==> src/rtl/nonce_result_arbiter.sv <==
// nonce_result_arbiter
// Collects golden-nonce reports from NUM_CORES hash cores, holds each in a
// per-core capture register, and serialises them through a round-robin
// arbiter into a small result FIFO that feeds the interrupt-0 data/ack path.
// Everything runs in the S_AXI_ACLK domain.
module nonce_result_arbiter #(
  parameter int NUM_CORES  = 2,
  parameter int NONCE_W    = 64,
  parameter int FIFO_DEPTH = 4,
  parameter int DROP_W     = 16,
  localparam int CORE_W    = (NUM_CORES > 1) ? $clog2(NUM_CORES) : 1,
  localparam int CNT_W     = $clog2(FIFO_DEPTH) + 1
) (
  input  logic                           S_AXI_ACLK,
  input  logic                           S_AXI_ARESETN,
  input  logic                           i_flush,
  input  logic [NUM_CORES-1:0]           i_found,
  input  logic [NUM_CORES*NONCE_W-1:0]   i_nonce,
  output logic                           o_valid,
  output logic [NONCE_W-1:0]             o_nonce,
  output logic [CORE_W-1:0]              o_core,
  input  logic                           i_ack,
  output logic [CNT_W-1:0]               o_count,
  output logic [DROP_W-1:0]              o_drop_cnt
);

  localparam int PTR_W = $clog2(FIFO_DEPTH);
  localparam int DI_W  = $clog2(NUM_CORES + 1);
  localparam int SUM_W = DROP_W + DI_W;

  // Capture registers, one per core
  logic [NUM_CORES-1:0] cap_full;
  logic [NONCE_W-1:0]   cap_nonce [NUM_CORES];

  // Round-robin search start
  logic [CORE_W-1:0]    rr_ptr;

  // Result FIFO storage and bookkeeping
  logic [NONCE_W-1:0]   fifo_nonce [FIFO_DEPTH];
  logic [CORE_W-1:0]    fifo_core  [FIFO_DEPTH];
  logic [PTR_W-1:0]     wr_ptr;
  logic [PTR_W-1:0]     rd_ptr;
  logic [CNT_W-1:0]     count;
  logic [DROP_W-1:0]    drop_cnt;

  // Combinational control
  logic                 pop;
  logic                 can_accept;
  logic                 grant_vld;
  logic [CORE_W-1:0]    grant_idx;
  logic [NUM_CORES-1:0] gnt_mask;
  logic [DI_W-1:0]      drop_inc;
  logic [SUM_W-1:0]     drop_sum;
  logic [DROP_W-1:0]    drop_next;

  assign o_valid    = (count != '0);
  assign o_nonce    = fifo_nonce[rd_ptr];
  assign o_core     = fifo_core[rd_ptr];
  assign o_count    = count;
  assign o_drop_cnt = drop_cnt;

  // A pop frees a slot in the same cycle, so a full FIFO can still take a push.
  assign pop        = o_valid && i_ack;
  assign can_accept = (count < CNT_W'(FIFO_DEPTH)) || pop;

  // Round-robin grant: first full capture register at or after rr_ptr, with wrap.
  always_comb begin
    // NOTE: every output of a combinational block gets a default first so no path leaves it unassigned and infers a latch.
    grant_vld = 1'b0;
    grant_idx = '0;
    for (int i = 0; i < NUM_CORES; i++) begin
      int c;
      c = int'(rr_ptr) + i;
      if (c >= NUM_CORES) c = c - NUM_CORES;
      if (!grant_vld && can_accept && cap_full[c]) begin
        grant_vld = 1'b1;
        grant_idx = CORE_W'(c);
      end
    end
  end

  // Per-core grant mask and number of reports lost this cycle.
  always_comb begin
    gnt_mask = '0;
    drop_inc = '0;
    for (int k = 0; k < NUM_CORES; k++) begin
      gnt_mask[k] = grant_vld && (grant_idx == CORE_W'(k));
      if (i_found[k] && cap_full[k] && !gnt_mask[k]) drop_inc = drop_inc + DI_W'(1);
    end
  end

  // Saturating add of this cycle's drops; the wide sum cannot wrap.
  always_comb begin
    drop_sum  = SUM_W'(drop_cnt) + SUM_W'(drop_inc);
    drop_next = drop_sum[DROP_W-1:0];
    if (drop_sum > SUM_W'({DROP_W{1'b1}})) drop_next = '1;
  end

  // Capture registers: load when empty or when emptied by a same-cycle grant.
  always_ff @(posedge S_AXI_ACLK or negedge S_AXI_ARESETN) begin
    if (!S_AXI_ARESETN) begin
      // NOTE: state is updated with non-blocking assignments so every register samples pre-edge values regardless of statement order.
      cap_full <= '0;
      for (int k = 0; k < NUM_CORES; k++) cap_nonce[k] <= '0;
    end else if (i_flush) begin
      cap_full <= '0;
    end else begin
      for (int k = 0; k < NUM_CORES; k++) begin
        if (i_found[k] && (!cap_full[k] || gnt_mask[k])) begin
          cap_nonce[k] <= i_nonce[k*NONCE_W +: NONCE_W];
          cap_full[k]  <= 1'b1;
        end else if (gnt_mask[k]) begin
          cap_full[k]  <= 1'b0;
        end
      end
    end
  end

  // Round-robin pointer: advance past the granted core, hold otherwise.
  always_ff @(posedge S_AXI_ACLK or negedge S_AXI_ARESETN) begin
    if (!S_AXI_ARESETN) begin
      rr_ptr <= '0;
    end else if (i_flush) begin
      rr_ptr <= '0;
    end else if (grant_vld) begin
      rr_ptr <= (grant_idx == CORE_W'(NUM_CORES - 1)) ? '0 : grant_idx + CORE_W'(1);
    end
  end

  // FIFO storage: written on every grant.
  always_ff @(posedge S_AXI_ACLK or negedge S_AXI_ARESETN) begin
    if (!S_AXI_ARESETN) begin
      // NOTE: the storage array is reset because o_nonce/o_core read it directly and must be zero out of reset.
      for (int i = 0; i < FIFO_DEPTH; i++) begin
        fifo_nonce[i] <= '0;
        fifo_core[i]  <= '0;
      end
    end else if (!i_flush && grant_vld) begin
      fifo_nonce[wr_ptr] <= cap_nonce[grant_idx];
      fifo_core[wr_ptr]  <= grant_idx;
    end
  end

  // FIFO pointers and occupancy; simultaneous push and pop leave count unchanged.
  always_ff @(posedge S_AXI_ACLK or negedge S_AXI_ARESETN) begin
    if (!S_AXI_ARESETN) begin
      wr_ptr <= '0;
      rd_ptr <= '0;
      count  <= '0;
    end else if (i_flush) begin
      wr_ptr <= '0;
      rd_ptr <= '0;
      count  <= '0;
    end else begin
      if (grant_vld) wr_ptr <= wr_ptr + PTR_W'(1);
      if (pop)       rd_ptr <= rd_ptr + PTR_W'(1);
      case ({grant_vld, pop})
        2'b10:   count <= count + CNT_W'(1);
        2'b01:   count <= count - CNT_W'(1);
        default: count <= count;
      endcase
    end
  end

  // Drop counter survives flush; only reset clears it.
  always_ff @(posedge S_AXI_ACLK or negedge S_AXI_ARESETN) begin
    if (!S_AXI_ARESETN) begin
      drop_cnt <= '0;
    end else if (!i_flush) begin
      drop_cnt <= drop_next;
    end
  end

endmodule

==> config.mk <==
export PLATFORM = sky130hd
export DESIGN_NAME = nonce_result_arbiter
export DESIGN_NICKNAME = d
export VERILOG_FILES = /design/src/rtl/nonce_result_arbiter.sv
export SDC_FILE = /design/constraint.sdc
export NUM_CORES = 1
export LEC_CHECK = 0
export CAP_MARGIN = 20
export CORE_MARGIN = 2
export CORE_UTILIZATION = 61
export DETAILED_ROUTE_END_ITERATION = 8
export GPL_TIMING_DRIVEN = 0
export MAX_ROUTING_LAYER = met4
export PLACE_DENSITY_LB_ADDON = 0.3
export SYNTH_ARGS = -nofsm -noshare
export SYNTH_HDL_FRONTEND = slang
export SYNTH_SLANG_ARGS = --single-unit
==> constraint.sdc <==
create_clock -name S_AXI_ACLK -period 5.5 [get_ports S_AXI_ACLK]
set_input_delay 0.55 -clock S_AXI_ACLK [delete_from_list [all_inputs] [get_ports S_AXI_ACLK]]
set_output_delay 0.55 -clock S_AXI_ACLK [all_outputs]
set_load 0.005 [all_outputs]
==> impl_metrics.csv <==
group,metric,value,unit
setup_path,path_class,"reg -> out",
setup_path,start_kind,"register",
synth,ys.flop_type,"dfrtp_1",
outcome,status,"finished, final reports clean",
detailed_routing,drc,0,
setup_path,r2r_slack,2.58,ns
detailed_routing,drt-initial-drc-count,536,
timing,fin_crit_sh,65.4,%
layout,synthToLayoutAreaGrowth,22.6,%
timing,setup_viol,0,
synth,synthCells,1127,
synth,synth_top_family_by_area,"multiplexers",
synth,synth_mux_area_share,37.5,%
run,maxCapViolCount,0,
synth,synth_area,0.0188,mm²
setup_path,endpoint_kind,"primary output",
timing,final.setup_skew,0.0205,ns
clock_tree,cts_setup_buffers,0,
global_routing,grt-ovfl-total,0,
setup_path,crit_fanout,10,
synth,synth-seq-cells,414,
synth,ys_seq_area_share,55.1,%
setup_path,cp.required,4.95,ns
detailed_routing,dr_wl_met2,18600,µm
clock_tree,cts_htree_levels,2,
synth,syn_avg_cell_area,16.7,µm²
timing,setup_tns,0,ns
timing,maxSlewViolCount,0,
synth,netlist.top_cell.by_area,"dfrtp_1",
pwr,p_leak,0.0104,µW
pwr,power-per-cell-area,498,mW/mm²
synth,ys_warn_count,0,
pwr,vdd_drop_max,325,µV
clock_tree,numCtsBuffers,45,
detailed_routing,vias_per_cell,5.68,
detailed_routing,wl_met3,2090,µm
synth,yosys.area_share.adder,0.679,%
place,dp.final_hpwl,25400,µm
synth,synth_compound_area_share,0.659,%
global_routing,antenna_found_initial,1,
layout,final_area,0.0231,mm²
timing,post-route-min-period,3.59,ns
min_path,hold_path.class,"in -> async",
synth,synth.most_common_cell,"dfrtp_1",
timing,setup_slack,1.91,ns
synth,yosys.area_share.simple,2.24,%
global_routing,grt_pass1_wl,63400,µm
timing,hold_violations,0,
timing,worst_slew_pin_slew,0.710,ns
place,gp_congestion,0.761,
synth,synth_xor_area_share,0.605,%
floorplan,dieHeight,180,µm
detailed_routing,wirelength,38400,µm
synth,synth_top_area_share,55.1,%
setup_path,r2r_end,"o_drop_cnt[10]$_DFFE_PN0N_",
setup_path,r2r-start,"o_count[2]$_DFFE_PN0P_",
clock_tree,clk_pin_slew,0.06,ns
global_routing,grt_pass1_vias,11600,
clock_tree,cts.repair.resized,0,
detailed_routing,met1_length,17100,µm
clock_tree,cts-hold-fix-buffers,0,
global_routing,grt.total_usage,25.3,%
clock_tree,clock_latency,0.54,ns
detailed_routing,dr.max_layer_used,"met4",
layout,final_nets,1537,
place,numPortBuffers,217,
synth,synth_nets,1270,
detailed_routing,drtPass1Iterations,4,
setup_path,reg2regPathDepth,12,
detailed_routing,ant_nets,0,
floorplan,row_count,64,
floorplan,start_util,61.6,%
detailed_routing,dr_total_vias,10400,
timing,max-slew-margin-rel,52.6,%
place,place_ws,2.00,ns
clock_tree,tritoncts,"built",
synth,yosysUniqueCellTypes,51,
floorplan,io_pins,219,
detailed_routing,wl_per_cell,21.1,µm
global_routing,grt_max_degree,128,
synth,synthTopCellsByCount,"414 x dfrtp_1, 332 x mux2_2, 120 x mux2_4",
timing,rsz0062_at_grt,"no",
clock_tree,cts_buffer_depth,3,
floorplan,dieArea,0.0323,mm²
timing,whs,0.00593,ns
place,postPlaceCellArea,0.0216,mm²
synth,synth_area_leaders,"dfrtp_1 55%, mux2_2 20%, mux2_4 9.6%, mux4_2 7.8%, buf_6 1.2%",
floorplan,dieWidth,180,µm
synth,synth_edf_count,0,
clock_tree,cts.sinks,414,
clock_tree,clock-root-buffer,"clkbuf_16",
timing,max_freq,0.278,GHz
floorplan,core,0.0305,mm²
layout,layout-drive-gt1-share,46.1,%
setup_path,cp.arrival,3.04,ns
synth,async_flop_share,100,%
## final cells by class
cell class,instances,area (µm²)
fillers,1813,7450
inverters,5,18.8
multi-input cells,640,7840
clock buffers,69,1370
diodes,1,2.50
plain buffers,68,584
well taps,396,495
clock inverters,12,123
flip-flops and latches,414,10400
repair buffers,220,2260
## routing by layer
layer	vias up	track usage [%]
met3	52	5.11
met2	237	39.3
met4	0	5.82
li1	4658	-
met5	-	-
met1	5427	34.9
## flip-flops by register name, indices dropped and copies added, names as in the netlist, 2 cells and up
signal,flops
fifo_nonce,256
cap_nonce,128
o_drop_cnt,16
fifo_core,4
o_count,3
cap_full,2
rd_ptr,2
wr_ptr,2
## critical path, cell delays in order (launching register included)
cell	delay (ns)
dfrtp_1	0.42
clkbuf_1	0.54
buf_1	0.61
mux4_2	0.41
clkdlybuf4s50_1	0.52
## power by group
| part | switching, µW | internal, µW |
|---|---|---|
| Combinational | 1320 | 2510 |
| Sequential | 562 | 4110 |
| Clock | 1180 | 1810 |
## worst max-delay path by stage
stage	from	endpoint	slack, ns	cells after the start
4_1_cts	rd_ptr[1]$_DFFE_PN0P_	o_nonce[49]	1.85	4
5_1_grt	rd_ptr[1]$_DFFE_PN0P_	o_nonce[50]	1.77	4
3_5_place_dp	i_ack	o_drop_cnt[8]$_DFFE_PN0N_	2.00	13
3_3_place_gp	S_AXI_ARESETN	cap_nonce[102]$_DFFE_PN0P_	-13.71	1
6_report	rd_ptr[1]$_DFFE_PN0P_	o_nonce[49]	1.91	4
2_1_floorplan	i_ack	o_drop_cnt[11]$_DFFE_PN0N_	2.85	12
## kinds of logic (layout without fill, tap and decap cells)
kind of cell             Yosys count  in the layout
AND/OR/NAND/NOR                   77             77
XOR/XNOR                          13             13
flip-flops                       414            414
AO/OA/AOI/OAI                     19             19
buffers and inverters             73            374
multiplexers                     522            522
other                              0              1
adder cells (fa/ha/maj)            9              9
## stage by stage
step           total power [µW]  util [%]  instances
3_3_place_gp               8410      70.4       1740
2_1_floorplan              6910         -       1127
4_1_cts                   11600      75.6       1824
5_1_grt                   12100      75.6       1825
6_report                  11500      75.6       1825
3_5_place_dp               8560      70.7       1743
## cells in the final DEF (no fill, tap or decap), types with 4 or more instances in the layout
master and count:
mux2_2 332, xnor2_1 8, buf_2 18, nand2_1 23
a21oi_1 7, nand3_1 4, nor4_1 4, inv_1 5
clkbuf_16 47, ha_1 7, and2_1 5, buf_4 13
dfrtp_1 414, buf_6 20, mux2_4 120, nand4_1 4
clkinv_2 6, nor2_1 16, mux4_2 65, clkdlybuf4s50_1 216
clkbuf_8 12, clkbuf_1 20, buf_12 6, xor2_1 5
Power figures use the tool's default switching activity.
